<file path="src/rtl/dense_weight_update_if.sv">
// Handshake and data bundle for dense_weight_update: input bundle in, updated weights out.
interface dense_weight_update_if #(
    parameter int size                   = 3,
    parameter int data_size              = 16,
    parameter int learning_rate_size     = 16,
    parameter int backprop_controll_size = 66
);
    logic                              in_valid;
    logic                              in_ready;
    logic [data_size*size-1:0]         x;
    logic [data_size*size-1:0]         w;
    logic [data_size-1:0]              delta;
    logic [learning_rate_size-1:0]     learning_rate;
    logic [backprop_controll_size-1:0] backprop_controll;
    logic                              out_valid;
    logic                              out_ready;
    logic [data_size*size-1:0]         w_new;
    logic [backprop_controll_size-1:0] backprop_controll_out;

    modport master (
        output in_valid, x, w, delta, learning_rate, backprop_controll, out_ready,
        input  in_ready, out_valid, w_new, backprop_controll_out
    );

    modport slave (
        input  in_valid, x, w, delta, learning_rate, backprop_controll, out_ready,
        output in_ready, out_valid, w_new, backprop_controll_out
    );
endinterface

</file>
<file path="src/rtl/dense_weight_update.sv">
// Serial weight update w_new[i] = w[i] - (lr*delta)*x[i], one element per cycle.
// Define DENSE_WEIGHT_UPDATE_SAT_EN to saturate every data_size reduction instead of wrapping.
module dense_weight_update #(
    parameter int size                   = 3,
    parameter int data_size              = 16,
    parameter int frac_bits              = 8,
    parameter int learning_rate_size     = 16,
    parameter int backprop_controll_size = 66
) (
    input logic                 clk,
    input logic                 reset,
    dense_weight_update_if.slave bus
);
    localparam int PW = 2 * data_size;
    localparam int IW = (size > 1) ? $clog2(size) : 1;

    typedef enum logic [1:0] {IDLE, SCALE, CALC, DONE} state_t;

    state_t                            r_state;
    logic [IW-1:0]                     r_idx;
    logic [data_size*size-1:0]         r_x;
    logic [data_size*size-1:0]         r_w;
    logic [data_size-1:0]              r_delta;
    logic [learning_rate_size-1:0]     r_lr;
    logic [data_size-1:0]              r_scale;
    logic                              r_in_ready;
    logic                              r_out_valid;
    logic [data_size*size-1:0]         r_w_new;
    logic [backprop_controll_size-1:0] r_bc_out;

    logic [data_size-1:0]              w_x_sel;
    logic [data_size-1:0]              w_w_sel;

    // Reduce a PW+1 bit signed value to data_size bits.
    function automatic logic [data_size-1:0] f_reduce(input logic signed [PW:0] v);
        logic [data_size-1:0] res;
`ifdef DENSE_WEIGHT_UPDATE_SAT_EN
        logic [PW-data_size+1:0] hi;
        hi = v[PW:data_size-1];
        if ((&hi) || !(|hi))
            res = v[data_size-1:0];
        else if (v[PW])
            res = {1'b1, {(data_size-1){1'b0}}};
        else
            res = {1'b0, {(data_size-1){1'b1}}};
`else
        res = v[data_size-1:0];
`endif
        return res;
    endfunction

    function automatic logic [data_size-1:0] f_scale(
        input logic [learning_rate_size-1:0] lr,
        input logic [data_size-1:0]          d
    );
        logic signed [PW-1:0] prod;
        logic signed [PW-1:0] sh;
        prod = $signed(lr) * $signed(d);
        sh   = prod >>> frac_bits;
        return f_reduce($signed({sh[PW-1], sh}));
    endfunction

    function automatic logic [data_size-1:0] f_update(
        input logic [data_size-1:0] s,
        input logic [data_size-1:0] xv,
        input logic [data_size-1:0] wv
    );
        logic signed [PW-1:0] prod;
        logic signed [PW-1:0] p;
        logic signed [PW:0]   d;
        prod = $signed(s) * $signed(xv);
        p    = prod >>> frac_bits;
        d    = $signed({{(PW+1-data_size){wv[data_size-1]}}, wv}) - $signed({p[PW-1], p});
        return f_reduce(d);
    endfunction

    always_comb begin
        w_x_sel = r_x[r_idx*data_size +: data_size];
        w_w_sel = r_w[r_idx*data_size +: data_size];
    end

    always_ff @(posedge clk or posedge reset) begin
        if (reset) begin
            r_state     <= IDLE;
            r_idx       <= '0;
            r_x         <= '0;
            r_w         <= '0;
            r_delta     <= '0;
            r_lr        <= '0;
            r_scale     <= '0;
            r_in_ready  <= 1'b0;
            r_out_valid <= 1'b0;
            r_w_new     <= '0;
            r_bc_out    <= '0;
        end else begin
            case (r_state)
                IDLE: begin
                    if (r_in_ready && bus.in_valid) begin
                        r_x        <= bus.x;
                        r_w        <= bus.w;
                        r_delta    <= bus.delta;
                        r_lr       <= bus.learning_rate;
                        r_bc_out   <= bus.backprop_controll;
                        r_in_ready <= 1'b0;
                        r_state    <= SCALE;
                    end else begin
                        r_in_ready <= 1'b1;
                    end
                end
                SCALE: begin
                    r_scale <= f_scale(r_lr, r_delta);
                    r_idx   <= '0;
                    r_state <= CALC;
                end
                CALC: begin
                    r_w_new[r_idx*data_size +: data_size] <= f_update(r_scale, w_x_sel, w_w_sel);
                    if (r_idx == IW'(size - 1)) begin
                        r_idx       <= '0;
                        r_out_valid <= 1'b1;
                        r_state     <= DONE;
                    end else begin
                        r_idx <= r_idx + 1'b1;
                    end
                end
                DONE: begin
                    // in_ready is raised on the same edge so the next bundle can land one cycle later.
                    if (bus.out_ready) begin
                        r_out_valid <= 1'b0;
                        r_in_ready  <= 1'b1;
                        r_state     <= IDLE;
                    end
                end
                default: r_state <= IDLE;
            endcase
        end
    end

    assign bus.in_ready              = r_in_ready;
    assign bus.out_valid             = r_out_valid;
    assign bus.w_new                 = r_w_new;
    assign bus.backprop_controll_out = r_bc_out;
endmodule
</file>
<file path="src/flat_wrapper.sv">
// flat-port wrapper written by rule: the top's interface ports become plain ports
module dense_weight_update_flat 
#(
    parameter int size                   = 3,
    parameter int data_size              = 16,
    parameter int frac_bits              = 8,
    parameter int learning_rate_size     = 16,
    parameter int backprop_controll_size = 66
)
  (clk, reset, bus_in_valid, bus_x, bus_w, bus_delta, bus_learning_rate, bus_backprop_controll, bus_out_ready, bus_in_ready, bus_out_valid, bus_w_new, bus_backprop_controll_out);
  dense_weight_update_if #(.size(size), .data_size(data_size), .learning_rate_size(learning_rate_size), .backprop_controll_size(backprop_controll_size)) bus_i ();
  input logic clk;
  input logic reset;
  input wire logic [$bits(bus_i.in_valid)-1:0] bus_in_valid;
  input wire logic [$bits(bus_i.x)-1:0] bus_x;
  input wire logic [$bits(bus_i.w)-1:0] bus_w;
  input wire logic [$bits(bus_i.delta)-1:0] bus_delta;
  input wire logic [$bits(bus_i.learning_rate)-1:0] bus_learning_rate;
  input wire logic [$bits(bus_i.backprop_controll)-1:0] bus_backprop_controll;
  input wire logic [$bits(bus_i.out_ready)-1:0] bus_out_ready;
  output wire logic [$bits(bus_i.in_ready)-1:0] bus_in_ready;
  output wire logic [$bits(bus_i.out_valid)-1:0] bus_out_valid;
  output wire logic [$bits(bus_i.w_new)-1:0] bus_w_new;
  output wire logic [$bits(bus_i.backprop_controll_out)-1:0] bus_backprop_controll_out;
  assign bus_i.in_valid = bus_in_valid;
  assign bus_i.x = bus_x;
  assign bus_i.w = bus_w;
  assign bus_i.delta = bus_delta;
  assign bus_i.learning_rate = bus_learning_rate;
  assign bus_i.backprop_controll = bus_backprop_controll;
  assign bus_i.out_ready = bus_out_ready;
  assign bus_in_ready = bus_i.in_ready;
  assign bus_out_valid = bus_i.out_valid;
  assign bus_w_new = bus_i.w_new;
  assign bus_backprop_controll_out = bus_i.backprop_controll_out;
  dense_weight_update #(.size(size), .data_size(data_size), .frac_bits(frac_bits), .learning_rate_size(learning_rate_size), .backprop_controll_size(backprop_controll_size)) u_core (.clk(clk), .reset(reset), .bus(bus_i));
endmodule
</file>
<file path="config.mk">
export PLATFORM = sky130hd
export DESIGN_NAME = dense_weight_update_flat
export DESIGN_NICKNAME = d
export VERILOG_FILES = /design/src/rtl/dense_weight_update_if.sv /design/src/rtl/dense_weight_update.sv /design/src/flat_wrapper.sv
export SDC_FILE = /design/constraint.sdc
export NUM_CORES = 2
export LEC_CHECK = 0
export ABC_AREA = 1
export CAP_MARGIN = 0
export CORE_ASPECT_RATIO = 0.7
export CORE_MARGIN = 3
export CORE_UTILIZATION = 49
export CTS_CLUSTER_SIZE = 30
export DETAILED_ROUTE_END_ITERATION = 7
export HOLD_SLACK_MARGIN = 0.15
export PLACE_DENSITY = 0.69
export SETUP_SLACK_MARGIN = 0.1
export SLEW_MARGIN = 25
export SYNTH_ARGS = -nofsm -noshare
export SYNTH_HDL_FRONTEND = slang
export SYNTH_SLANG_ARGS = --single-unit
</file>
<file path="constraint.sdc">
create_clock -name clk -period 10.3 [get_ports clk]
set_input_delay 2.06 -clock clk [delete_from_list [all_inputs] [get_ports clk]]
set_output_delay 2.06 -clock clk [all_outputs]
set_load 0.05 [all_outputs]
</file>
**Word level (Yosys, flattened, before mapping)**

Index checks and enable logic that the tools add are counted.

- Register bits after elaboration: 264
- Logic and storage cells: 49
- Bits of input ports: 198
- Output and inout bits: 116

- Multipliers: 2
- Equal/unequal tests: 7
- Add/sub/neg operators: 3
- Reduce and logical (&&, ||, !) cells: 9
- Shift-type cells: 4
- Muxes and demuxes: 13

Operator list:

| cell | number |
|---|---|
| $shiftx 48x7->16 | 2 |
| $bwmux 48 | 1 |
| $mul 16x16->24 | 2 |
| $shift 16x34->48 const A | 1 |
| $shiftx 16x34->48 | 1 |
| $neg 6->34 | 1 |
| $sub 16x16->16 | 1 |
| $mux 2 | 4 |
| $pmux 2 s4 | 1 |
| $eq 2x2->1 const B | 3 |
| $reduce_and 3->1 | 2 |
| $reduce_bool 2->1 | 3 |
| $mux 1 | 4 |
| $ne 2x1->1 const B | 2 |
| $pmux 1 s2 | 2 |
| $pmux 2 s2 | 1 |
| $reduce_and 2->1 | 2 |
| $add 2x1->2 const B | 1 |
| $eq 2x1->1 const B | 1 |
| $logic_not 2->1 | 1 |
| $ne 2x2->1 const B | 1 |
| $logic_and 1x1->1 | 1 |

**Logic depth before layout (Yosys ltp)**

- Depth in word-level cells: 5
- Gate-level depth with buffers: 42
- Gate-level depth less buffers: 39

**Worst setup path before layout**

No wires, ideal clock.

- Path type: register to register
- Start point: reg u_core.r_idx[0]
- End point: reg u_core.r_w_new[13] (netlist: u_core.bus.w_new[13])
- Setup time: 0.122 ns
- Cell stages (with the launch flop): 38
- Data arrival time: 7.583 ns
- Data required time: 10.178 ns
- Path slack: 2.595 ns
- Clock period less this slack: 7.705 ns
- Buffers on the path: 4
- Cell sequence: dfrtp_1 buf_6 inv_2 buf_6 clkbuf_1 o21ai_0 o21ai_0 inv_1 clkbuf_1 nor2_1 fa_1 inv_1 fa_1 fa_1 fa_1 inv_1 fa_1 inv_1 (+2 left out) ha_1 nand2_1 inv_1 a221oi_1 o21ai_2 nand3_1 nand2_2 nand2_1 nand2_1 nand2_1 nand2_1 ha_1 a21oi_1 o21ai_0 a2111oi_0 nand2_1 or2_2 a32o_1

- Longest elaborated chain between the ends: 5
- Elaborated cells between the ends (all ways): 8
- Those cells by class: 2 x add/sub; 1 x mul; 4 x shift; 1 x mux

Ends and longest elaborated chain:

| element | RTL line | source |
|---|---|---|
| start: declaration | dense_weight_update.sv:20 | `logic [IW-1:0] r_idx;` |
| start signal: assignment | dense_weight_update.sv:122 | `r_idx <= r_idx + 1'b1;` |
| $shiftx 48x7->16 | dense_weight_update.sv:78 | `w_x_sel = r_x[r_idx*data_size +: data_size];` |
| $mul 16x16->24 | dense_weight_update.sv:71 | `prod = $signed(s) * $signed(xv);` |
| $sub 16x16->16 | dense_weight_update.sv:73 | `d = $signed({{(PW+1-data_size){wv[data_size-1]}}, wv}) - $signed({p[PW-1], p});` |
| $shiftx 16x34->48 | dense_weight_update.sv:116 | `r_w_new[r_idx*data_size +: data_size] <= f_update(r_scale, w_x_sel, w_w_sel);` |
| $bwmux 48 (*) | dense_weight_update.sv:116 |  |
| end signal: indexed assignment | dense_weight_update.sv:116 |  |
| end: declaration | dense_weight_update.sv:28 | `logic [data_size*size-1:0] r_w_new;` |

Every way passes the cells marked *; elsewhere a longest branch is shown, timed or not.
A chain may end at the register's enable or synchronous reset.

**Worst setup path after layout**

- Start point: reg u_core.r_idx[1]
- End point: reg u_core.r_w_new[13] (netlist: u_core.bus.w_new[13])

The elaborated chain is that of the path after synthesis.

==> flow_metrics.tcl <==
set metrics [dict create \
    die_x_um 283 \
    fillers 4659 \
    clk_latency_ns 0.61 \
    totalWireLength_um 75100 \
    rows 70 \
    post_cts_buffers 0 \
    cts_made_buffers 30 \
    final_cell_mix "inv_1 (714), nand2_1 (587), fa_1 (373)" \
    synth_compound_area_share_pct 6.28 \
    clock_tree.root_cell "clkbuf_16" \
    relSlewSlack_pct 34.4 \
    min_path_type "flip-flop to flip-flop" \
    cts_max_path_buffers 3 \
    cts_tree "built" \
    io_pins 314 \
    cp_slowest_cell "dfrtp_1" \
    grt_overflow_total 0 \
    cp-start-kind "flip-flop" \
    syn_area_um2 26400 \
    fin_skew_ns 0.0384 \
    grt_setup_unrepaired "false" \
    whs_ns 0.488 \
    fin_crit_sh_pct 88.6 \
    synthArstFlopShare_pct 100 \
    synth-simple-area-share_pct 13.6 \
    required_ns 10.76 \
    via_count 20961 \
    grt_pass1_vias 22623 \
    synth_edf_count 0 \
    cp-end-kind "flip-flop" \
    syn_inst 3027 \
    ctsHoldBuffers 0 \
    final_util_pct 59.0 \
    gr-usage-all-layers_pct 27.1 \
    avgSynthCellArea_um2 8.72 \
    viasPerCell 5.23 \
    worstPathMaxFanout 26 \
    seqCellArea_um2 6610 \
    arrival_ns 9.59 \
    area_growth_pct 17.9 \
    synth_xor_area_share_pct 1.96 \
    die_h_um 200 \
    wire_per_inst_um 18.8 \
    fin_crit_ns 9.13 \
    setup-tns-final_ns 0 \
    drv_slew 0 \
    start_util_pct 50.1 \
    final_common_cell "inv_1" \
    route.detailed.drc 0 \
    synthFlopType "dfrtp_1" \
    crit_type "flip-flop to flip-flop" \
    tightest_slew_ns 0.984 \
    cts.htree.levels 1 \
    drive_above_1_share_pct 6.36 \
    antenna_found_initial 2 \
    dr.pass1.iters 5 \
    ys_seq_area_share_pct 25.0 \
    coreArea_um2 52700 \
    cap_viol_max_count 0 \
    final_hold_viol_count 0 \
    dieArea_um2 56700 \
    multi_input_comb_area_um2 16600 \
    n_antenna_cell 0 \
    yosysWarningCount 0 \
    synth-seq-cells 264 \
    outcome "completed" \
    yosysUniqueCellTypes 47 \
    synth_fa_ha_area_share_pct 36.1 \
    place_congestion 0.962 \
    finalSetupViolations 0 \
    cts-resized-gates 0 \
    grt_pass1_wl_um 123000 \
    fin_cells 4007 \
    grt_max_degree 169 \
    synth_top_family_by_area "adder cells" \
    drt_iter0_markers 1592 \
    synthMuxAreaShare_pct 4.91 \
    drtAntennaViolNets 0 \
    critPathMaxStageDelay_ns 0.95 \
    synth_nets 3762 \
    dp_hpwl_um 60700 \
    clkTransAtPathRegs_ns 0.06 \
    placed_cells 3952 \
    port-buffer-count 313 \
    fmax_mhz 110 \
    clkSinkCount 264 \
    nets 3999 \
]
==> state kept, by name, indices dropped and copies added, names as in the netlist, 2 cells and up <==
signal and cells:
u_core.bus.backprop_controll_out 66, u_core.bus.w_new 48, u_core.r_delta 16, u_core.r_idx 2
u_core.r_lr 16, u_core.r_scale 16, u_core.r_state 2, u_core.r_w 48
u_core.r_x 48
==> kinds of logic after synthesis <==
family | after synthesis
AND/OR/NAND/NOR | 906
buffers and inverters | 846
AO/OA/AOI/OAI | 300
flip-flops | 264
XOR/XNOR | 59
multiplexers | 115
adder cells (fa/ha/maj) | 537
==> routing by layer <==
layer | up-vias | wire (µm) | track usage (%)
met5 | - | 14 | 0
met4 | 4 | 1520 | 5.48
met3 | 118 | 7300 | 7.49
met2 | 867 | 32800 | 41.6
met1 | 10507 | 33500 | 38.7
li1 | 9465 | - | -
==> per-stage QoR <==
stage / setup WS (ns) / cell area (µm²)
finish: 1.17 / 31100
global route: 0.576 / 31100
CTS: 1.24 / 31100
detailed placement: 1.28 / 30100
global placement: 1.61 / 30100
floorplan: 0.971 / 26400
==> worst max-delay path: cells and delay by family (launching register included) <==
family / cells / cell delay (ns)
flip-flops: 1 / 0.95
AND/OR/NAND/NOR: 11 / 1.55
buffers and inverters: 8 / 1.15
AO/OA/AOI/OAI: 7 / 1.73
adder cells (fa/ha/maj): 8 / 3.57
==> Yosys cell counts, types with 4 or more instances <==
| library cell | count | area (µm²) |
|---|---|---|
| inv_1 | 715 | 2680 |
| nand2_1 | 587 | 2200 |
| fa_1 | 373 | 7470 |
| dfrtp_1 | 264 | 6610 |
| nor2_1 | 221 | 830 |
| ha_1 | 164 | 2050 |
| a21oi_1 | 148 | 741 |
| mux2_2 | 115 | 1290 |
| clkbuf_1 | 111 | 417 |
| o21ai_0 | 107 | 536 |
| nand3_1 | 52 | 260 |
| xnor2_1 | 31 | 272 |
| xor2_1 | 28 | 245 |
| nand3b_1 | 11 | 82.6 |
| a22o_1 | 10 | 87.6 |
| or2_2 | 9 | 56.3 |
| nor3_1 | 8 | 40.0 |
| buf_1 | 7 | 26.3 |
| nand4_1 | 7 | 43.8 |
| nand2_2 | 6 | 37.5 |
| clkinv_1 | 4 | 15.0 |
| inv_2 | 4 | 15.0 |
| o21ai_1 | 4 | 20.0 |
| o21ai_2 | 4 | 35.0 |
==> worst paths after layout <==
| check | start | end | slack, ns | cells after the start |
|---|---|---|---|---|
| setup / recovery | u_core.r_idx[1] | u_core.bus.w_new[13] | 1.17 | 34 |
| hold / removal | u_core.bus.w_new[22] | u_core.bus.w_new[22] | 0.49 | 2 |
| setup reg to reg | u_core.r_idx[1] | u_core.bus.w_new[13] | 1.17 | 34 |
| hold reg to reg | u_core.bus.w_new[22] | u_core.bus.w_new[22] | 0.49 | 2 |
| max in group asynchronous | reset | u_core.bus.w_new[33] | 6.85 | 3 |
| min in group asynchronous | reset | u_core.r_delta[12] | 1.96 | 2 |
==> area by class of cell <==
cell class                      instances  share of cell area (%)
Tap cell                              720                    2.90
Multi-Input combinational cell       1917                    53.4
Clock inverter                          9                   0.426
Clock buffer                           46                    2.86
Inverter                              724                    8.77
Timing Repair Buffer                  327                    10.4
Sequential cell                       264                    21.2
Power is left out: the tool's default activity adds up to more than one toggle a clock period on the data nets, which glitch-free logic cannot reach.
